`src/rtl/hack_cpu_pkg.sv`:
```
`default_nettype none
// ============================================================================
// Module   : hack_cpu_pkg
// Purpose  : Shared FSM encoding, instruction field positions and ALU comp
//            codes for the multi-cycle Hack CPU.
// Revision : 1.0
// ============================================================================
package hack_cpu_pkg;

    typedef logic [2:0] state_t;

    localparam state_t c_FETCH  = 3'd0;
    localparam state_t c_DECODE = 3'd1;
    localparam state_t c_MEM_RD = 3'd2;
    localparam state_t c_EXEC   = 3'd3;
    localparam state_t c_MEM_WR = 3'd4;

    // C-instruction field positions (identical for every DATA_W)
    localparam int unsigned c_BIT_A    = 12;
    localparam int unsigned c_COMP_MSB = 11;
    localparam int unsigned c_COMP_LSB = 6;
    localparam int unsigned c_BIT_D1   = 5;
    localparam int unsigned c_BIT_D2   = 4;
    localparam int unsigned c_BIT_D3   = 3;
    localparam int unsigned c_BIT_J1   = 2;
    localparam int unsigned c_BIT_J2   = 1;
    localparam int unsigned c_BIT_J3   = 0;

    // comp = {zx, nx, zy, ny, f, no}
    localparam logic [5:0] c_COMP_ZERO   = 6'b101010;
    localparam logic [5:0] c_COMP_ONE    = 6'b111111;
    localparam logic [5:0] c_COMP_NEG1   = 6'b111010;
    localparam logic [5:0] c_COMP_D      = 6'b001100;
    localparam logic [5:0] c_COMP_A      = 6'b110000;
    localparam logic [5:0] c_COMP_DPLUS1 = 6'b011111;
    localparam logic [5:0] c_COMP_DPLUSA = 6'b000010;

    function automatic logic jumpTaken(input logic [2:0] jmp, input logic zr, input logic ng);
        return (jmp[2] & ng) | (jmp[1] & zr) | (jmp[0] & ~ng & ~zr);
    endfunction

endpackage
`default_nettype wire

```
`src/rtl/hack_alu.sv`:
```
`default_nettype none
// ============================================================================
// Module   : hack_alu
// Purpose  : Combinational Hack ALU (zx,nx,zy,ny,f,no) over DATA_W bits.
// Revision : 1.0
// ============================================================================
module hack_alu #(
    parameter int DATA_W = 16
) (
    input  logic [DATA_W-1:0] i_x,
    input  logic [DATA_W-1:0] i_y,
    input  logic [5:0]        i_comp,
    output logic [DATA_W-1:0] o_result,
    output logic              o_zr,
    output logic              o_ng
);

    logic [DATA_W-1:0] w_x0;
    logic [DATA_W-1:0] w_x1;
    logic [DATA_W-1:0] w_y0;
    logic [DATA_W-1:0] w_y1;
    logic [DATA_W-1:0] w_f;

    assign w_x0     = i_comp[5] ? '0 : i_x;
    assign w_x1     = i_comp[4] ? ~w_x0 : w_x0;
    assign w_y0     = i_comp[3] ? '0 : i_y;
    assign w_y1     = i_comp[2] ? ~w_y0 : w_y0;
    assign w_f      = i_comp[1] ? (w_x1 + w_y1) : (w_x1 & w_y1);
    assign o_result = i_comp[0] ? ~w_f : w_f;
    assign o_zr     = (o_result == '0);
    assign o_ng     = o_result[DATA_W-1];

endmodule
`default_nettype wire

```
`src/rtl/hack_cpu_mc.sv`:
```
`default_nettype none
// ============================================================================
// Module   : hack_cpu_mc
// Purpose  : Multi-cycle parametrised Hack CPU with valid-qualified fetch,
//            req/ack data memory and a retired-instruction counter.
// Revision : 1.0
// ============================================================================
module hack_cpu_mc
    import hack_cpu_pkg::*;
#(
    parameter int DATA_W   = 16,
    parameter int ADDR_W   = 15,
    parameter int PC_W     = 15,
    parameter int RESET_PC = 0,
    parameter int CNT_W    = 32
) (
    input  logic              clk,
    input  logic              reset,
    output logic [PC_W-1:0]   pc,
    input  logic              instr_valid,
    input  logic [DATA_W-1:0] instruction,
    output logic              mem_req,
    output logic              mem_we,
    output logic [ADDR_W-1:0] addressM,
    output logic [DATA_W-1:0] outM,
    input  logic [DATA_W-1:0] inM,
    input  logic              mem_ack,
    output logic [CNT_W-1:0]  instret
);

    state_t            r_state;
    logic [PC_W-1:0]   r_pc;
    logic [DATA_W-1:0] r_a;
    logic [DATA_W-1:0] r_d;
    logic [DATA_W-1:0] r_ir;
    logic [DATA_W-1:0] r_mdr;
    logic [DATA_W-1:0] r_outM;
    logic              r_memReq;
    logic              r_memWe;
    logic [CNT_W-1:0]  r_instret;

    logic              w_isC;
    logic              w_aBit;
    logic [5:0]        w_comp;
    logic [DATA_W-1:0] w_y;
    logic [DATA_W-1:0] w_aluOut;
    logic              w_zr;
    logic              w_ng;
    logic              w_jump;
    logic [PC_W-1:0]   w_pcInc;
    logic              w_retire;

    assign w_isC   = r_ir[DATA_W-1];
    assign w_aBit  = r_ir[c_BIT_A];
    assign w_comp  = r_ir[c_COMP_MSB:c_COMP_LSB];
    assign w_y     = w_aBit ? r_mdr : r_a;
    assign w_jump  = jumpTaken(r_ir[c_BIT_J1:c_BIT_J3], w_zr, w_ng);
    assign w_pcInc = r_pc + PC_W'(1);

    hack_alu #(
        .DATA_W (DATA_W)
    ) u_alu (
        .i_x      (r_d),
        .i_y      (w_y),
        .i_comp   (w_comp),
        .o_result (w_aluOut),
        .o_zr     (w_zr),
        .o_ng     (w_ng)
    );

    // A and MDR are untouched until retire, so the ALU result stays valid in MEM_WR
    assign w_retire = ((r_state == c_EXEC) && !r_ir[c_BIT_D3]) ||
                      ((r_state == c_MEM_WR) && mem_ack);

    always_ff @(posedge clk or posedge reset) begin
        if (reset) begin
            r_state   <= c_FETCH;
            r_pc      <= PC_W'(RESET_PC);
            r_a       <= '0;
            r_d       <= '0;
            r_ir      <= '0;
            r_mdr     <= '0;
            r_outM    <= '0;
            r_memReq  <= 1'b0;
            r_memWe   <= 1'b0;
            r_instret <= '0;
        end else begin
            case (r_state)
                c_FETCH: begin
                    if (instr_valid) begin
                        r_ir    <= instruction;
                        r_state <= c_DECODE;
                    end
                end
                c_DECODE: begin
                    if (!w_isC) begin
                        r_a       <= {1'b0, r_ir[DATA_W-2:0]};
                        r_pc      <= w_pcInc;
                        r_instret <= r_instret + CNT_W'(1);
                        r_state   <= c_FETCH;
                    end else if (w_aBit) begin
                        r_memReq <= 1'b1;
                        r_memWe  <= 1'b0;
                        r_state  <= c_MEM_RD;
                    end else begin
                        r_state <= c_EXEC;
                    end
                end
                c_MEM_RD: begin
                    if (mem_ack) begin
                        r_mdr    <= inM;
                        r_memReq <= 1'b0;
                        r_state  <= c_EXEC;
                    end
                end
                c_EXEC: begin
                    if (r_ir[c_BIT_D3]) begin
                        r_outM   <= w_aluOut;
                        r_memReq <= 1'b1;
                        r_memWe  <= 1'b1;
                        r_state  <= c_MEM_WR;
                    end
                end
                c_MEM_WR: begin
                    if (mem_ack) begin
                        r_memReq <= 1'b0;
                        r_memWe  <= 1'b0;
                    end
                end
                default: r_state <= c_FETCH;
            endcase

            if (w_retire) begin
                if (r_ir[c_BIT_D1]) r_a <= w_aluOut;
                if (r_ir[c_BIT_D2]) r_d <= w_aluOut;
                // Jump target uses A as it was before this instruction's writeback
                r_pc      <= w_jump ? r_a[PC_W-1:0] : w_pcInc;
                r_instret <= r_instret + CNT_W'(1);
                r_state   <= c_FETCH;
            end
        end
    end

    assign pc       = r_pc;
    assign mem_req  = r_memReq;
    assign mem_we   = r_memWe;
    assign addressM = r_a[ADDR_W-1:0];
    assign outM     = r_outM;
    assign instret  = r_instret;

endmodule
`default_nettype wire

```
`config.mk`:
```
export PLATFORM = sky130hd
export DESIGN_NAME = hack_cpu_mc
export DESIGN_NICKNAME = d
export VERILOG_FILES = /design/src/rtl/hack_cpu_pkg.sv /design/src/rtl/hack_alu.sv /design/src/rtl/hack_cpu_mc.sv
export SDC_FILE = /design/constraint.sdc
export NUM_CORES = 1
export LEC_CHECK = 0
export CAP_MARGIN = 15
export CORE_ASPECT_RATIO = 0.7
export CORE_MARGIN = 2
export CORE_UTILIZATION = 28
export CTS_BUF_LIST = sky130_fd_sc_hd__clkbuf_2
export DETAILED_ROUTE_END_ITERATION = 12
export SETUP_SLACK_MARGIN = 0.5
export SYNTH_ARGS = -nofsm -noshare
export SYNTH_HDL_FRONTEND = slang
export SYNTH_SLANG_ARGS = --single-unit
```
`constraint.sdc`:
```
create_clock -name clk -period 9.3 [get_ports clk]
set_clock_uncertainty 0.05 [all_clocks]
set_input_delay 1.395 -clock clk [delete_from_list [all_inputs] [get_ports clk]]
set_output_delay 1.395 -clock clk [all_outputs]
set_load 0.01 [all_outputs]
```
# ---- Word-level counts from Yosys, hierarchy flattened
# Cells that the tools add are included.
dict set report classes {
  eq_ne 14
  mux 33
  n_addsub 3
  reduce_logical 18
  n_bitwise 12
}
# op count
set op_table {}
lappend op_table {{$mux 16} 11}
lappend op_table {{$mux 32} 3}
lappend op_table {{$mux 15} 4}
lappend op_table {{$not 16->16} 3}
lappend op_table {{$add 32x1->32 const B} 1}
lappend op_table {{$add 16x16->16} 1}
lappend op_table {{$and 16x16->16} 1}
lappend op_table {{$logic_not 16->1} 1}
lappend op_table {{$add 15x1->15 const B} 1}
lappend op_table {{$pmux 3 s5} 1}
lappend op_table {{$mux 3} 4}
lappend op_table {{$ne 2x2->1 const B} 5}
lappend op_table {{$reduce_and 2->1} 5}
lappend op_table {{$reduce_and 5->1} 2}
lappend op_table {{$ne 3x3->1 const B} 3}
lappend op_table {{$mux 1} 7}
lappend op_table {{$eq 3x2->1 const B} 2}
lappend op_table {{$pmux 1 s3} 2}
lappend op_table {{$reduce_bool 3->1} 2}
lappend op_table {{$and 1x1->1} 4}
lappend op_table {{$ne 2x1->1 const B} 2}
lappend op_table {{$reduce_and 4->1} 1}
lappend op_table {{$eq 3x1->1 const B} 1}
lappend op_table {{$eq 3x3->1 const B} 1}
lappend op_table {{other kinds (9)} 12}
dict set report word_totals {
  regBits 132
  out_inout_bits 80
}

# ---- Logic depth before layout (Yosys ltp)
dict set report depth {
  word_depth 14
  depth_mapped 18
  mapped_depth_nobuf 15
}

# ---- Modules after synthesis
# From an unflattened synthesis, not the netlist that was laid out.
dict set report hier_totals {
  cells_unflattened 791
  area_unflattened_um2 7940.1
}
# module instances cells_per_inst area_per_inst_um2
set modules_own_cells {}
lappend modules_own_cells {hack_cpu_mc 1 520 6017.0}
lappend modules_own_cells {hack_alu 1 271 1923.1}

# ---- Worst setup path after synthesis
# Ideal clock, no wire load.
dict set report synth_path {
  path_kind {flip-flop to flip-flop}
  from {register r_ir[12]}
  to {register r_pc[10], in the netlist pc[10]}
  stages_incl_launch_ff 19
  arrival_time_ns 4.603
  setup_ns 0.126
  synth_period_minus_slack_ns 4.780
  required_ns 9.124
  path_buffers 3
  path_slack_ns 4.520
  cell_sequence {dfrtp_1 clkbuf_1 buf_1 mux2i_1 nor2_1 xor2_1 ha_1 fa_1 a21oi_2 o22a_1 nand3_1 and3_1 or4_1 a22oi_1 nand4_1 o211ai_2 buf_2 a22oi_1 a311o_1}
}
dict set report synth_via {
  elab_chain_len 14
}
# item line_no
set synth_lines {}
lappend synth_lines {{start: declaration} hack_cpu_mc.sv:35} ;# logic [DATA_W-1:0] r_ir;
lappend synth_lines {{start signal: assignment} hack_cpu_mc.sv:91} ;# r_ir <= instruction;
lappend synth_lines {{$mux 16 (*)} hack_cpu_mc.sv:56} ;# assign w_y = w_aBit ? r_mdr : r_a;
lappend synth_lines {{$mux 16 (*)} hack_alu.sv:26} ;# assign w_y0 = i_comp[3] ? '0 : i_y;
lappend synth_lines {{$not 16->16} hack_alu.sv:27} ;# assign w_y1 = i_comp[2] ? ~w_y0 : w_y0;
lappend synth_lines {{$mux 16 (*)} hack_alu.sv:27}
lappend synth_lines {{$add 16x16->16 / $and 16x16->16 (equally long branches)} hack_alu.sv:28} ;# assign w_f = i_comp[1] ? (w_x1 + w_y1) : (w_x1 & w_y1);
lappend synth_lines {{$mux 16 (*)} hack_alu.sv:28}
lappend synth_lines {{$not 16->16} hack_alu.sv:29} ;# assign o_result = i_comp[0] ? ~w_f : w_f;
lappend synth_lines {{$mux 16 (*)} hack_alu.sv:29}
lappend synth_lines {{$logic_not 16->1 / $not 1->1 (equally long branches)} {hack_alu.sv:30, hack_cpu_pkg.sv:39}}
lappend synth_lines {{$and 1x1->1 / $not 1->1 (equally long branches)} hack_cpu_pkg.sv:39} ;# return (jmp[2] & ng) | (jmp[1] & zr) | (jmp[0] & ~ng & ~zr);
lappend synth_lines {{$or 1x1->1 / $and 1x1->1 (equally long branches)} hack_cpu_pkg.sv:39}
lappend synth_lines {{$or 1x1->1 (*)} hack_cpu_pkg.sv:39}
lappend synth_lines {{$mux 15 (*)} hack_cpu_mc.sv:137} ;# r_pc <= w_jump ? r_a[PC_W-1:0] : w_pcInc;
lappend synth_lines {{$mux 15 (*)} hack_cpu_mc.sv:133} ;# if (w_retire) begin
lappend synth_lines {{end signal: assignment} hack_cpu_mc.sv:78} ;# r_pc <= PC_W'(RESET_PC);
lappend synth_lines {{end signal: assignment} hack_cpu_mc.sv:98} ;# r_pc <= w_pcInc;
lappend synth_lines {{end signal: assignment} hack_cpu_mc.sv:137}
lappend synth_lines {{end: declaration} hack_cpu_mc.sv:32} ;# logic [PC_W-1:0] r_pc;
# Every way passes the cells marked *; elsewhere a longest branch is shown, timed or not.
# A chain may end at the register's enable or synchronous reset.

# ---- Worst setup path after layout
dict set report layout_path {
  from {register r_ir[12]}
  to {register r_pc[8], in the netlist pc[8]}
}
# The elaborated chain is that of the path after synthesis.

==> results.py <==
metrics = {
    "sta": {
        "tns_ps": 0,
        "fmaxAchievable_ghz": 0.181,
        "layout_min_cycle_time_ps": 5530,
        "slew_at_the_pin_closest_to_its_max_slew_limit_ps": 990,
        "maxSlewViolCount": 0,
        "slew_headroom_pct": 33.9,
        "number_of_setup_violations_in_the_final_report": 0,
        "rsz0062_at_grt": "false",
        "hold_slack_ps": 446,
        "post_route_fraction_of_the_period_consumed_by_the_critical_path_pct": 59.4,
        "timing_hold_violations_final": 0,
    },
    "floorplanning": {
        "design.portCount": 116,
        "initial_utilization_pct": 28.7,
        "floorplan.die.width_um": 207,
        "placementRows": 51,
        "design.die.area_mm2": 0.0301,
        "die_height_um": 146,
        "core-area_mm2": 0.0280,
    },
    "synthesis": {
        "syn-cell-area_mm2": 0.00805,
        "asyncSetResetFlopFracSynth_pct": 100,
        "postSynthAreaPerCell_um2": 9.21,
        "ys_ff_latch": 132,
        "post_synth_edffs": 0,
        "post_synth_num_cell_types": 68,
        "synth_nets": 929,
        "sequential_share_of_the_synthesized_area_pct": 41.0,
        "yosysWarnings": 0,
        "syn_inst": 874,
        "ys_dominant_reg_cell": "sky130_fd_sc_hd__dfrtp_1",
    },
    "cells_and_area": {
        "design.final.nets": 1001,
        "final_cell_count_no_fill": 1331,
        "final_layout_size_suffix_gt1_share_pct": 10.0,
        "final.fill_count": 2869,
        "final_util_pct": 34.6,
        "areaGrowthSynthToFinish_pct": 20.4,
    },
    "critical_path": {
        "setup.worst_path.start_class": "flop",
        "crit_path_frequent_cell": "sky130_fd_sc_hd__nand4_1",
        "crit_path_top_delay_cell": "sky130_fd_sc_hd__o211ai_2",
        "cp_cell_sequence": "buf_4 > mux2i_1 > nor2_1 > xor2_1 > ha_1 > fa_1 > xnor2_1 > o211a_1 > a2111oi_0 > nand4_1 > nor4b_1 > o2111a_1 > nand4_1 > o211ai_2 > and2_1 > a311o_1",
        "critical_path.max_fanout": 21,
        "timing.critical_path.to_type": "flop",
        "timing.critical_path.arrival_ps": 6210,
        "r2r.worst_path.cells": 16,
        "cpPeakStageDelay_ps": 780,
        "critPathKind": "reg2reg",
        "critical_path_required_ps": 9980,
        "regToRegSetupSlack_ps": 3770,
    },
    "drt": {
        "remaining_drc_errors": 0,
        "vias": 6686,
        "detail-route-antenna-nets": 0,
        "initialDrtViolationCount": 535,
        "drt-wirelength-per-cell_um": 17.4,
        "detailed_route_wire_length_mm": 23.1,
        "average_vias_per_placed_instance": 5.02,
        "detailedRoute.firstPassIterationCount": 5,
    },
    "placed_design": {
        "portBuffers": 115,
        "post-place-cells": 1298,
        "dp_hpwl_mm": 16.9,
        "gpl.final_weighted_congestion": 0.870,
    },
    "global_routing": {
        "grt_util_met1_pct": 24.9,
        "global_route.peak_usage_layer": "met1",
        "grt_max_degree": 70,
        "grt_antenna_before_repair": 1,
        "met2_routing_resource_usage_after_global_routing_pct": 20.0,
        "grt_pass1_vias": 6274,
        "grtUsageTotal_pct": 15.7,
        "overflow": 0,
        "grt_pass1_wl_mm": 36.5,
        "globalRouteMet3Util_pct": 4.41,
    },
    "min_path": {
        "hold_class": "reg2reg",
        "hold_depth": 1,
    },
    "cts": {
        "cts.repair_timing.setup_buffer_count": 0,
        "clock_tree_from_tritoncts": "yes",
        "cts_sinks": 132,
        "h-tree-depth": 4,
        "cts_hold_buf": 0,
        "clk_pin_slew_worst_setup_hold_paths_ps": 200,
        "numCtsBuffers": 17,
        "cts_resized": 0,
        "clk_lat_worst_skew_ps": 800,
        "cts-root-buf": "sky130_fd_sc_hd__clkbuf_2",
        "ctsLongestPathBuffers": 2,
    },
    "flow_run": {
        "maxCapViolCount": 0,
    },
    "status": {
        "status": "finished clean",
    },
}
## area by class of cell
type / count / area [µm²] / area share, %
Multi-Input combinational cell: 655 / 4360 / 45.0
Sequential cell: 132 / 3300 / 34.1
Timing Repair Buffer: 125 / 1230 / 12.7
Tap cell: 371 / 464 / 4.79
Clock inverter: 14 / 185 / 1.91
Clock buffer: 18 / 90.1 / 0.930
Inverter: 15 / 61.3 / 0.633
Antenna cell: 1 / 2.50 / 0.0258
## critical path: cells and delay by family, from the launching register on
kind | cells | cell delay, ps
mux | 1 | 250
flops | 1 | 420
buf+inv | 1 | 340
compound gates | 5 | 1910
xor+xnor | 2 | 340
fa+ha+maj | 2 | 760
simple gates | 5 | 1390
## state kept, by name (all words and copies together), names as in the netlist, 3 cells and up
register	count
instret	32
r_d	16
outM	16
r_ir	16
r_mdr	16
r_state	3
pc	15
r_a	16
## routing by layer
layer  vias up  wire length, µm
met1      3237            12000
met5         -                0
met4         0              361
met2       208             9110
met3        23             1650
li1       3218                -
## kinds of logic (layout without fill, tap and decap cells)
family | after synthesis | in the layout | share of synthesized area, %
compound gates | 165 | 165 | 14.0
xor+xnor | 79 | 79 | 8.60
fa+ha+maj | 19 | 19 | 3.05
buf+inv | 87 | 172 | 4.99
flops | 132 | 132 | 41.0
mux | 61 | 61 | 8.16
other cells | 0 | 1 | 0
simple gates | 331 | 331 | 20.2
## synthesized netlist by cell type (5+ instances only)
| cell | instances | area share [%] |
|---|---|---|
| sky130_fd_sc_hd__buf_2 | 9 | 0.56 |
| sky130_fd_sc_hd__buf_4 | 15 | 1.4 |
| sky130_fd_sc_hd__xnor2_1 | 54 | 5.9 |
| sky130_fd_sc_hd__a21oi_1 | 23 | 1.4 |
| sky130_fd_sc_hd__clkbuf_1 | 38 | 1.8 |
| sky130_fd_sc_hd__and2_1 | 12 | 0.93 |
| sky130_fd_sc_hd__mux2_2 | 37 | 5.2 |
| sky130_fd_sc_hd__nand2b_1 | 24 | 1.9 |
| sky130_fd_sc_hd__and3_1 | 20 | 1.6 |
| sky130_fd_sc_hd__ha_1 | 18 | 2.8 |
| sky130_fd_sc_hd__nand2_1 | 112 | 5.2 |
| sky130_fd_sc_hd__nor2_1 | 52 | 2.4 |
| sky130_fd_sc_hd__a21o_1 | 7 | 0.65 |
| sky130_fd_sc_hd__dfrtp_1 | 132 | 41 |
| sky130_fd_sc_hd__o21ai_0 | 57 | 3.5 |
| sky130_fd_sc_hd__a211oi_1 | 6 | 0.56 |
| sky130_fd_sc_hd__nor3_1 | 18 | 1.1 |
| sky130_fd_sc_hd__nand3_1 | 32 | 2.0 |
| sky130_fd_sc_hd__o211ai_1 | 5 | 0.47 |
| sky130_fd_sc_hd__buf_1 | 9 | 0.42 |
| sky130_fd_sc_hd__nor2b_1 | 8 | 0.62 |
| sky130_fd_sc_hd__inv_1 | 14 | 0.65 |
| sky130_fd_sc_hd__mux2i_1 | 24 | 3.0 |
| sky130_fd_sc_hd__nand4_1 | 17 | 1.3 |
| sky130_fd_sc_hd__a22o_1 | 5 | 0.54 |
| sky130_fd_sc_hd__or3_1 | 15 | 1.2 |
| sky130_fd_sc_hd__a22oi_1 | 8 | 0.75 |
| sky130_fd_sc_hd__xor2_1 | 25 | 2.7 |
## worst paths after layout
check	startpoint	end
setup / recovery	r_ir[12]$_DFFE_PP0P_	pc[8]$_DFFE_PP0P_
hold / removal	instret[31]$_DFFE_PP0P_	instret[31]$_DFFE_PP0P_
setup reg to reg	r_ir[12]$_DFFE_PP0P_	pc[8]$_DFFE_PP0P_
hold reg to reg	instret[31]$_DFFE_PP0P_	instret[31]$_DFFE_PP0P_
max in group asynchronous	reset	pc[3]$_DFFE_PP0P_
min in group asynchronous	reset	instret[21]$_DFFE_PP0P_
## through the flow
step | worst slack, ps | area [µm²]
6_report | 3770 | 9690
5_1_grt | 3220 | 9690
4_1_cts | 3840 | 9690
3_5_place_dp | 3900 | 9410
3_3_place_gp | 4050 | 9410
2_1_floorplan | 4330 | 8050
## cells in the final DEF (no fill, tap or decap), types with 13 or more instances in the layout
cell type | Yosys | layout
sky130_fd_sc_hd__o21ai_0 | 57 | 57
sky130_fd_sc_hd__ha_1 | 18 | 18
sky130_fd_sc_hd__dfrtp_1 | 132 | 132
sky130_fd_sc_hd__inv_1 | 14 | 13
sky130_fd_sc_hd__nand2b_1 | 24 | 24
sky130_fd_sc_hd__nor3_1 | 18 | 15
sky130_fd_sc_hd__nand4_1 | 17 | 17
sky130_fd_sc_hd__nand2_1 | 112 | 112
sky130_fd_sc_hd__xnor2_1 | 54 | 54
sky130_fd_sc_hd__or3_1 | 15 | 15
sky130_fd_sc_hd__nor2_1 | 52 | 52
sky130_fd_sc_hd__xor2_1 | 25 | 25
sky130_fd_sc_hd__clkbuf_2 | 0 | 18
sky130_fd_sc_hd__and3_1 | 20 | 20
sky130_fd_sc_hd__nand3_1 | 32 | 32
sky130_fd_sc_hd__clkdlybuf4s50_1 | 0 | 115
sky130_fd_sc_hd__mux2i_1 | 24 | 24
sky130_fd_sc_hd__a21oi_1 | 23 | 23
sky130_fd_sc_hd__mux2_2 | 37 | 37
Power is left out: the tool's default activity adds up to more than one toggle a clock period on the data nets, which glitch-free logic cannot reach.
